**src/rtl/piso_shifter.sv**
```systemverilog
// Parallel-in/serial-out shifter for the UART TX path; optional parity bit when PISO_PARITY_EN is defined.
// Latency: first bit on bit_out one cycle after the load handshake; each bit is held until a shift_en edge consumes it.
// Backpressure: load_ready is low while a frame is in flight; done pulses in the cycle load_ready returns high.
module piso_shifter #(
    parameter int  DATA_WIDTH = 8,
    parameter int  MSB_FIRST  = 0,
    parameter int  PARITY_ODD = 0,
    localparam int IDX_W      = $clog2(DATA_WIDTH + 1)
) (
    input  logic                  clk,
    input  logic                  srst,
    input  logic                  load_valid,
    output logic                  load_ready,
    input  logic [DATA_WIDTH-1:0] load_data,
    input  logic                  shift_en,
    output logic                  bit_out,
    output logic                  bit_valid,
    output logic [IDX_W-1:0]      bit_idx,
    output logic                  busy,
    output logic                  done
);

    localparam logic [1:0] ST_IDLE  = 2'd0;
    localparam logic [1:0] ST_SHIFT = 2'd1;
`ifdef PISO_PARITY_EN
    localparam logic [1:0] ST_PARITY = 2'd2;
    localparam logic       PAR_INV   = (PARITY_ODD != 0);
`endif
    localparam logic [IDX_W-1:0] LAST_IDX = IDX_W'(DATA_WIDTH - 1);

    // Reject illegal configurations at elaboration rather than building a broken shifter.
    if (DATA_WIDTH < 1 || DATA_WIDTH > 32 || MSB_FIRST < 0 || MSB_FIRST > 1 ||
        PARITY_ODD < 0 || PARITY_ODD > 1) begin : g_bad_params
        $error("piso_shifter: parameter out of range");
    end

    logic [1:0]            state;
    logic [DATA_WIDTH-1:0] shreg;
    logic [DATA_WIDTH-1:0] shreg_nxt;
    logic [IDX_W-1:0]      cnt;
    logic                  load_fire;
    logic                  first_bit;
    logic                  next_bit;
`ifdef PISO_PARITY_EN
    logic                  par_q;
`endif

    // Ready is masked by reset so a word offered during reset is never taken.
    assign load_ready = (state == ST_IDLE) && !srst;
    assign load_fire  = load_valid && load_ready;

    // The shift register always keeps the bit on bit_out at its output end.
    always_comb begin
        if (MSB_FIRST != 0) begin
            shreg_nxt = shreg << 1;
        end else begin
            shreg_nxt = shreg >> 1;
        end
    end

    assign first_bit = (MSB_FIRST != 0) ? load_data[DATA_WIDTH-1] : load_data[0];
    assign next_bit  = (MSB_FIRST != 0) ? shreg_nxt[DATA_WIDTH-1] : shreg_nxt[0];

    // Frame sequencer: all outputs are registered and updated alongside the state.
    always_ff @(posedge clk) begin
        if (srst) begin
            state     <= ST_IDLE;
            shreg     <= '0;
            cnt       <= '0;
            bit_out   <= 1'b1;
            bit_valid <= 1'b0;
            bit_idx   <= '0;
            busy      <= 1'b0;
            done      <= 1'b0;
`ifdef PISO_PARITY_EN
            par_q     <= 1'b0;
`endif
        end else begin
            done <= 1'b0;
            case (state)
                ST_IDLE: begin
                    // shift_en is deliberately ignored here, including in the load cycle.
                    if (load_fire) begin
                        state     <= ST_SHIFT;
                        shreg     <= load_data;
                        cnt       <= '0;
                        bit_out   <= first_bit;
                        bit_valid <= 1'b1;
                        bit_idx   <= '0;
                        busy      <= 1'b1;
`ifdef PISO_PARITY_EN
                        par_q     <= (^load_data) ^ PAR_INV;
`endif
                    end
                end
                ST_SHIFT: begin
                    if (shift_en) begin
                        if (cnt == LAST_IDX) begin
`ifdef PISO_PARITY_EN
                            state   <= ST_PARITY;
                            cnt     <= cnt + IDX_W'(1);
                            bit_out <= par_q;
                            bit_idx <= cnt + IDX_W'(1);
`else
                            state     <= ST_IDLE;
                            cnt       <= '0;
                            bit_out   <= 1'b1;
                            bit_valid <= 1'b0;
                            bit_idx   <= '0;
                            busy      <= 1'b0;
                            done      <= 1'b1;
`endif
                        end else begin
                            cnt     <= cnt + IDX_W'(1);
                            shreg   <= shreg_nxt;
                            bit_out <= next_bit;
                            bit_idx <= cnt + IDX_W'(1);
                        end
                    end
                end
`ifdef PISO_PARITY_EN
                ST_PARITY: begin
                    if (shift_en) begin
                        state     <= ST_IDLE;
                        cnt       <= '0;
                        bit_out   <= 1'b1;
                        bit_valid <= 1'b0;
                        bit_idx   <= '0;
                        busy      <= 1'b0;
                        done      <= 1'b1;
                    end
                end
`endif
                default: begin
                    state <= ST_IDLE;
                end
            endcase
        end
    end

endmodule
```
**config.mk**
```make
export PLATFORM = sky130hd
export DESIGN_NAME = piso_shifter
export DESIGN_NICKNAME = d
export VERILOG_FILES = /design/src/rtl/piso_shifter.sv
export SDC_FILE = /design/constraint.sdc
export NUM_CORES = 1
export LEC_CHECK = 0
export CORE_MARGIN = 8
export CORE_UTILIZATION = 49
export CTS_CLUSTER_SIZE = 30
export DETAILED_ROUTE_END_ITERATION = 6
export PLACE_DENSITY = 0.91
export SLEW_MARGIN = 20
export SYNTH_ARGS = -nofsm -noshare
export SYNTH_HDL_FRONTEND = slang
export SYNTH_SLANG_ARGS = --single-unit
```
**constraint.sdc**
```tcl
create_clock -name clk -period 3.3 [get_ports clk]
set_input_delay 0.825 -clock clk [delete_from_list [all_inputs] [get_ports clk]]
set_output_delay 0.825 -clock clk [all_outputs]
set_load 0.02 [all_outputs]
```
Yosys cells after proc, flatten, opt, wreduce, memory -nomap -nowiden. Cells that the tools add are included.

$add $sub $neg: 1. Eq/ne operators: 6. Mux-type cells: 21. Bitwise operators: 2. Reductions and logical operators: 10.

Operators by type and width (number): $mux W8 (3); $pmux W8 S2 (1); $mux W4 (3); $ne A2 B2 Y1 const B (4); $pmux W4 S2 (1); $reduce_and A4 Y1 (2); $mux W1 (7); $mux W2 (3); $reduce_and A3 Y1 (2); $add A4 B1 Y4 const B (1); $eq A4 B3 Y1 const B (1); $pmux W1 S2 (2); $pmux W2 S2 (1); $reduce_or A3 Y1 (1); $eq A2 B1 Y1 const B (1); $logic_and A1 B1 Y1 (2); $logic_not A2 Y1 (1); $not A1 Y1 (2); $reduce_bool A2 Y1 (1); $logic_not A1 Y1 (1).

Flip-flop bits (word level): 17. Input port bits: 12. Output and inout bits: 9. Word-level logic and storage cells: 46.

Depth between registers and ports, before layout. Gate-level depths: netlist (run 1).

Word-level depth: 5. Mapped depth: 5. Depth with buffers taken out: 4.

Least setup slack after synthesis (run 1). No wires, ideal clock.

Path kind: in2out. From: input srst. To: output load_ready. Arrival time: 1.470 ns. Required time: 2.475 ns. Path slack: 1.005 ns. Cell stages on the path: 3. Buffers on the path: 2. Cell sequence: buf_2 -> buf_1 -> nor2_1.

Word-level cells in the longest chain between the ends: 2.

RTL lines: start, declared (line 11) `input logic srst,`; $logic_not A1 Y1 (line 49) `assign load_ready = (state == ST_IDLE) && !srst;`; $logic_and A1 B1 Y1 (line 49); end, declared (line 13) `output logic load_ready,`.

No other way between the ends.

Worst setup path in the final report (run 1). Same ends and word-level chain as after synthesis.

==> results of run 1 <==
-- cells in the final DEF, fill, tap and decap left out --
master	instances
and3b_1	1
or3b_2	1
or3_2	1
a21oi_1	4
mux2i_1	6
o22ai_1	2
nand4_1	1
dfxtp_1	14
nand3b_1	2
or4_1	1
a31oi_1	2
o21a_1	2
clkbuf_8	1
buf_4	2
clkdlybuf4s50_1	20
nor3_1	1
clkbuf_4	3
and3b_4	1
nand3_1	1
nand2b_1	2
a21boi_0	1
nor2_1	9
nand2_2	1
nor3b_1	1
o211ai_1	3
o21ai_0	2
ha_1	1
mux2_2	7
nor2b_1	6
-- cells in the mapped netlist (all sizes together) (2+ instances only) --
| cell | n | area [sq um] |
|---|---|---|
| o21a | 2 | 15.0 |
| nor2b | 6 | 37.5 |
| a31oi | 2 | 12.5 |
| nand2b | 2 | 12.5 |
| dfxtp | 14 | 280 |
| o22ai | 2 | 12.5 |
| o21ai | 2 | 10.0 |
| buf | 5 | 35.0 |
| mux2i | 6 | 60.1 |
| o211ai | 3 | 22.5 |
| and3b | 2 | 21.3 |
| mux2 | 7 | 78.8 |
| nor2 | 9 | 33.8 |
| nand3b | 2 | 15.0 |
| a21oi | 4 | 20.0 |
-- worst max path at each step --
stage / slack (ps) / depth (start not counted) / endpoint
finish: 440 / 3 / load_ready
global route: 390 / 3 / load_ready
CTS: 440 / 3 / load_ready
detailed placement: 460 / 3 / load_ready
global placement: 470 / 3 / load_ready
floorplan: 1000 / 3 / load_ready
-- state kept, by name, indices dropped and copies added (netlist names) --
| name | flops |
|---|---|
| shreg | 7 |
| bit_out | 1 |
| done | 1 |
| cnt | 4 |
| busy | 1 |
-- layer usage --
metal / part of all wire [%] / routed length, um / vias to the layer above
li1: - / - / 325
met1: 43 / 754 / 310
met2: 49 / 867 / 20
met3: 6.7 / 118 / 4
met4: 1.6 / 29 / 0
met5: 0 / 0 / -
-- stage by stage --
| stage | hold slack, ps | worst slack (ps) | utilization (%) |
|---|---|---|---|
| 2_1_floorplan | 468 | 1000 | - |
| 3_3_place_gp | 479 | 470 | 64.7 |
| 3_5_place_dp | 500 | 458 | 64.7 |
| 4_1_cts | 531 | 443 | 67.2 |
| 5_1_grt | 547 | 390 | 67.2 |
| 6_report | 517 | 439 | 67.2 |
-- area by class of cell --
cell class              instances  share of cell area [%]
multi-input cells              59                    43.5
well taps                      16                    2.05
repair buffers                 22                    22.0
clock buffers                   4                    3.71
flip-flops and latches         14                    28.7
-- cell families after synthesis --
kind of cell	share of synthesized area, %
AOI/OAI and AO/OA	13.5
muxes	18.8
DFF	37.8
and+or+nand+nor	23.5
adders and majority gates	1.69
buffers and inverters	4.73
-- worst max-delay path: stages --
cell,delay (ps)
clkdlybuf4s50_1,430
nor2_1,140
clkdlybuf4s50_1,640
-- power by group through the flow --
stage,logic (uW),clock network [uW],registers [uW]
after floorplan,42.1,0,190
after global placement,69.4,0,189
after detailed placement,71.7,0,190
after CTS,72.5,128,186
after global routing,79.0,135,187
final,72.1,125,186
==> flow_summary.toml, run 1 <==
[timing]
worst-slew-pin-transition_ps = 482
slew_headroom_pct = 67.8
fin_crit_sh_pct = 86.7
post-route-min-period_ps = 2860
finalSetupTns_ps = 0
report.final.slew_viol_count = 0
hold_violations = 0
clock.fmax_mhz = 350
finalSetupViolations = 0
rsz0062_at_grt = "no"
finalClockSkew_ps = 1.71

[yosys]
synth-main-ff-cell = "dfxtp_1"
syn_area_sq_um = 741
synth.distinct_cells = 29
avgSynthCellArea_sq_um = 9.50
synth-edff-count = 0
syn_nets = 91
yosysWarningCount = 0
async_reset_ff_share_pct = 0
syn_inst = 78
ys_seq_elements = 14
yosysSeqAreaShare_pct = 37.8

[detailed_routing]
num_vias = 659
wl_per_cell_um = 15.4
postRouteAntennaNets = 0
route.detailed.drc = 0
wl_um = 1770
vias_per_cell = 5.73
dr.pass1.iters = 4
drt_iter0_drc = 9

[worst_setup_path]
critPathLaunch = "srst"
start_kind = "primary input"
critical_path.max_fanout = 2
critPathCaptureType = "primary output"
r2r-start = "busy"
crit_arrival_ps = 2040
rr_endpoint = "shreg[3]"
critPathKind = "primary input to primary output"
rrSetupSlack_ps = 1570
required_ps = 2470
r2r_cells = 3

[cts]
worstSkewPairLatency_ps = 280
cts_buffer_depth = 2
path_clk_slew_ps = 90
hold_buffers = 0
cts_sinks = 14
cts-htree-levels = 1
cts_made_buffers = 3
cts_resized = 0
post_cts_buffers = 0
cts_root_buf = "clkbuf_4"
cts_tree = "done"

[hold_path]
hp-start = "bit_out"
min_path_cells = 2
worstHoldPathType = "flop to flop"
holdPathEnd = "bit_out"

[global_routing]
grt_max_degree = 24
grt_pass1_vias = 680
globalRoute.totalOverflow = 0
track_usage_pct = 13.5
grtUsageMet1_pct = 15.0
antenna_found_initial = 0
met3_usage_pct = 2.99
grt.busiest_layer = "met2"
grt_pass1_wl_um = 2970
met2_usage_pct = 23.0

[place]
port_buffers = 20
placedCellCount = 111
hpwl_um = 1260
place_area_sq_um = 941
place.gp.congestion = 0.822

[floorplanning]
die_width_um = 54.9
coreArea_sq_um = 1450
fp-row-count = 14
io_pins = 21
fp.dieH_um = 54.9
start_util_pct = 50.9
die-area_sq_um = 3010

[power_and_ir_drop]
seqPwrFrac_pct = 48.6
leakage_uw = 0.000370
ir_drop_mv = 0.209
p_comb_share_pct = 18.8
fin_total_pwr_uw = 383
p_sw_share_pct = 25.4
powerDensity_nw_per_um2 = 392
power_switching_uw = 97.4
p_int_uw = 286
power_frac_clock_pct = 32.6

[run]
cap_viol_max_count = 0

[cells_and_area]
num-fill-cells = 131
area_growth_pct = 31.9
drive_above_1_share_pct = 17.2
final_cell_area_sq_um = 977
stdcell_count = 115
seqCellArea_sq_um = 280
diodes = 0
multiInputGateArea_sq_um = 425
nets = 113

[status]
outcome = "completed"
(Power assumes the default switching activity.)
==> inputs of run 2 (changes only) <==
Settings changed: MAX_ROUTING_LAYER from default to met4.
==> run 2 against run 1 <==
Sequential share of layout area unchanged. Non-clock buffer count unchanged. Via count up 0.91%. Critical path depth unchanged. Fmax about the same. Combinational power about the same. Critical path type unchanged. Largest power group unchanged.
==> flow_summary.toml, run 2 (synthesized netlist as in run 1, its figures left out) <==
[cts]
path_clk_slew_ps = 90
cts_made_buffers = 3
cts_tree = "done"
cts-htree-levels = 1
cts_buffer_depth = 2
cts_root_buf = "clkbuf_4"
cts_resized = 0
post_cts_buffers = 0
worstSkewPairLatency_ps = 280
cts_sinks = 14
hold_buffers = 0

[timing]
worst-slew-pin-transition_ps = 472
report.final.slew_viol_count = 0
rsz0062_at_grt = "no"
hold_violations = 0
post-route-min-period_ps = 2860
slew_headroom_pct = 68.5
clock.fmax_mhz = 349
fin_crit_sh_pct = 86.7
finalSetupViolations = 0
finalSetupTns_ps = 0
finalClockSkew_ps = 2.59

[worst_setup_path]
critical_path.max_fanout = 2
path_cells = "clkdlybuf4s50_1, nor2_1, clkdlybuf4s50_1"
start_kind = "primary input"
critPathKind = "primary input to primary output"
path_common_cell = "clkdlybuf4s50_1"
required_ps = 2470
critPathCaptureType = "primary output"
crit_path_top_delay_cell = "clkdlybuf4s50_1"
cpPeakStageDelay_ps = 640
crit_arrival_ps = 2040

[floorplanning]
die-area_sq_um = 3010
fp-row-count = 14
io_pins = 21
die_width_um = 54.9
fp.dieH_um = 54.9
start_util_pct = 50.9
coreArea_sq_um = 1450

[detailed_routing]
vias_per_cell = 5.78
wl_um = 1750
drt_iter0_drc = 9
dr.pass1.iters = 4
num_vias = 665
route.detailed.drc = 0
postRouteAntennaNets = 0
wl_per_cell_um = 15.2

[place]
hpwl_um = 1260
placedCellCount = 111
place.gp.congestion = 0.834
port_buffers = 20

[global_routing]
grt_pass1_vias = 677
grt_max_degree = 24
grt_pass1_wl_um = 2970
globalRoute.totalOverflow = 0
antenna_found_initial = 0
track_usage_pct = 13.9

[power_and_ir_drop]
power_switching_uw = 97.1
seqPwrFrac_pct = 48.6
p_comb_share_pct = 18.8
leakage_uw = 0.000370
power_frac_clock_pct = 32.6
p_sw_share_pct = 25.4
ir_drop_mv = 0.209
powerDensity_nw_per_um2 = 392
p_int_uw = 286

[status]
outcome = "completed"

[cells_and_area]
stdcell_count = 115
largest_reg_flops = 7
final_cell_mix = "clkdlybuf4s50_1 (20), dfxtp_1 (14), nor2_1 (9)"
reg.largest.list = "shreg x7, cnt x4"
area_growth_pct = 31.9
regMostFlops = "shreg"
layout_commonest_cell = "clkdlybuf4s50_1"
nets = 113
drive_above_1_share_pct = 17.2
diodes = 0

[run]
cap_viol_max_count = 0

[hold_path]
worstHoldPathType = "flop to flop"
[run 2: cell counts in the layout (fill, tap and decap cells not counted)]
Identical to the previous run, type by type.
[run 2: cell type report]
| cell class | count | area [sq um] |
|---|---|---|
| fillers | 131 | 477 |
| multi-input cells | 59 | 425 |
| flip-flops and latches | 14 | 280 |
| repair buffers | 22 | 215 |
| clock buffers | 4 | 36.3 |
| well taps | 16 | 20.0 |
[run 2: path summary, 6_finish.rpt]
path,from,end,slack (ps),cells after the start
max,srst,load_ready,440,3
min,bit_out,bit_out,520,2
max reg2reg,busy,shreg[3],1570,3
min reg2reg,bit_out,bit_out,520,2
[run 2: routing by layer]
metal | global-route usage, % | vias to the layer above | routed length, um
met1 | 15.0 | 320 | 732
li1 | - | 325 | -
met4 | 7.38 | 0 | 35
met2 | 23.0 | 16 | 876
met5 | - | - | 0
met3 | 2.99 | 4 | 109
[run 2: power by group through the flow]
stage          Combinational [uW]  Clock, uW  Sequential, uW
6_report                     72.1        125             186
5_1_grt                      79.0        135             187
4_1_cts                      72.5        128             186
3_5_place_dp                 71.7          0             190
3_3_place_gp                 69.4          0             189
2_1_floorplan                42.1          0             190
[run 2: critical path: cells and delay by family]
kind / cells / cell delay (ps)
simple gates: 1 / 140
buf+inv: 2 / 1070
[run 2: per-stage QoR]
step           util (%)  setup slack [ps]  hold slack, ps  power [uW]  area (sq um)
6_report           67.2               439             517         383           977
5_1_grt            67.2               390             547         401           977
4_1_cts            67.2               443             531         386           977
3_5_place_dp       64.7               458             500         261           941
3_3_place_gp       64.7               470             479         258           941
2_1_floorplan         -              1000             468         232           741
==> inputs of run 3 (changes only) <==
Settings changed: ABC_CLOCK_PERIOD_IN_PS from default to 3300, SKIP_CTS_REPAIR_TIMING from default to 1.
==> results of run 3 <==
The final DEF is identical to that of run 2; final timing and power are the same.
==> edit, RTL diff (flow settings as in run 2) <==
Change the parameter `DATA_WIDTH` from 8 to 16.
--- a/src/rtl/piso_shifter.sv
+++ b/src/rtl/piso_shifter.sv
@@ -2,7 +2,7 @@
 // Latency: first bit on bit_out one cycle after the load handshake; each bit is held until a shift_en edge consumes it.
 // Backpressure: load_ready is low while a frame is in flight; done pulses in the cycle load_ready returns high.
 module piso_shifter #(
-    parameter int  DATA_WIDTH = 8,
+    parameter int  DATA_WIDTH = 16,
     parameter int  MSB_FIRST  = 0,
     parameter int  PARITY_ODD = 0,
     localparam int IDX_W      = $clog2(DATA_WIDTH + 1)
Interface: changed (resized bit_idx and load_data); port bits go from 21 to 30. No check against the original RTL was run, so the function may have changed too.
==> edit against run 2 <==
  * Sequential cell count up 9
  * Design area increased by 58%
  * Global-route usage shrank 0.84 points
  * Wire length increased by 52%
  * Synthesized area is 69% higher
  * Clock skew rose by 0.0083 ns
  * Total power up 45%
  * Worst setup slack better by 0.069 ns
  * Synthesized cell count grew 65%
  * Critical path type unchanged
  * Critical endpoint unchanged
  * Largest cell class unchanged
  * Highest routed layer unchanged
==> edit: results (changes against run 2) <==
- Clk_skew: 0.0109 ns (+0.00826 ns)
- Filler cell count: 222 (+69%)
- 1st-iter DRT viols: 49 (+40)
- FF-to-FF setup slack: 1.41 ns (-0.16 ns)
- Sequential share of the synthesized area: 36.7% (-1.1 points)
- FF-to-FF Start: cnt[0]
- Average footprint of a synthesized cell: 9.72 um2 (+2.3%)
- R2R depth: 4 (+1)
- Worst slew pin tran: 0.836 ns (+0.364 ns)
- Clock transition at path regs: 0.13 ns (+0.04 ns)
- Vias in the first global route: 1013 (+50%)
- DP HPWL: 1950 um (+54%)
- Crit path max fanout: 2 (unchanged)
- GRT Util Overall: 13.0% (-0.84 points)
- Via-to-Cell Ratio: 5.50 (-4.8%)
- Post-synth ARST share: 0% (unchanged)
- Post-synthesis cell type count: 32 (+10%)
- Worst r2r dst: shreg[9]
- Status: complete, no violations
- Largest net degree at the start of global routing: 32 (+33%)
- Global-route wire length before repair: 4460 um (+50%)
- Layout cell share with drive strength beyond 1: 18.3% (+1.1 points)
- Largest regs: shreg (15), cnt (5)
- Post-synth net total: 150 (+65%)
- Crit path arrival time: 1.97 ns (-0.07 ns)
- Top post-synthesis cells by area: dfxtp_1 (37%), mux2_2 (13%), mux2i_1 (11%), nand2_1 (8.7%), buf_2 (2.8%)
- Routed wire length: 2660 um (+52%)
- Port-buffer cells: 29 (+45%)
- Non-filler cells, final: 183 (+59%)
- Leakage Power: 0.000659 uW (+78%)
- Top cells by count, synth: nand2_1 (29), dfxtp_1 (23), mux2_2 (14), mux2i_1 (14), buf_2 (7)
==> edit: worst max-delay path, stage by stage <==
cell and delay [ns]:
clkdlybuf4s50_1 0.42, nor2_1 0.10, clkdlybuf4s50_1 0.62
==> edit: worst min path at each step <==
stage | start | endpoint | slack, ns | depth (start not counted)
3_5_place_dp | shreg[3] | shreg[3] | 0.45 | 2
5_1_grt | shreg[3] | shreg[3] | 0.49 | 2
6_report | shreg[3] | shreg[3] | 0.47 | 2
4_1_cts | shreg[3] | shreg[3] | 0.47 | 2
2_1_floorplan | shreg[1] | shreg[1] | 0.43 | 2
3_3_place_gp | shreg[2] | shreg[2] | 0.44 | 2
==> edit: routing by layer <==
metal | up-vias | GRT usage [%] | routed length [um]
li1 | 509 | - | -
met1 | 459 | 14.0 | 1220
met2 | 34 | 22.5 | 1250
met3 | 5 | 2.18 | 137
met4 | 0 | 6.40 | 51
met5 | - | - | 0
==> edit: layout make-up <==
| class | instances | area [um2] | area share (%) |
|---|---|---|---|
| clock buffers | 3 | 22.5 | 1.46 |
| well taps | 30 | 37.5 | 2.43 |
| flip-flops and latches | 23 | 460 | 29.8 |
| clock inverters | 1 | 5.00 | 0.324 |
| inverters | 1 | 3.75 | 0.243 |
| repair buffers | 31 | 305 | 19.8 |
| multi-input cells | 94 | 708 | 45.9 |
==> edit: cells by family after synthesis <==
kind of cell | synth area share, %
multiplexers | 23.8
AO/OA/AOI/OAI | 8.48
adder cells (fa/ha/maj) | 0.998
buffers and inverters | 6.79
AND/OR/NAND/NOR | 23.3
flip-flops | 36.7
==> edit: stage by stage <==
stage / cell area (um2) / total power (uW) / util [%] / hold WS, ns / setup slack (ns)
after global routing: 1540 / 581 / 62.8 / 0.488 / 0.459
after floorplan: 1250 / 389 / - / 0.433 / 1.20
after detailed placement: 1520 / 425 / 61.7 / 0.452 / 0.495
final: 1540 / 553 / 62.8 / 0.468 / 0.507
after global placement: 1520 / 419 / 61.7 / 0.442 / 0.542
after CTS: 1540 / 560 / 62.8 / 0.470 / 0.490
==> edit: power breakdown <==
part | internal [uW] | switching [uW] | leakage [uW] | total (uW)
sequential | 292 | 8.51 | 0.000188 | 301
combinational | 65.4 | 52.6 | 0.000454 | 118
clock | 45.5 | 89.2 | 0.0000177 | 135
total | 403 | 150 | 0.000659 | 553
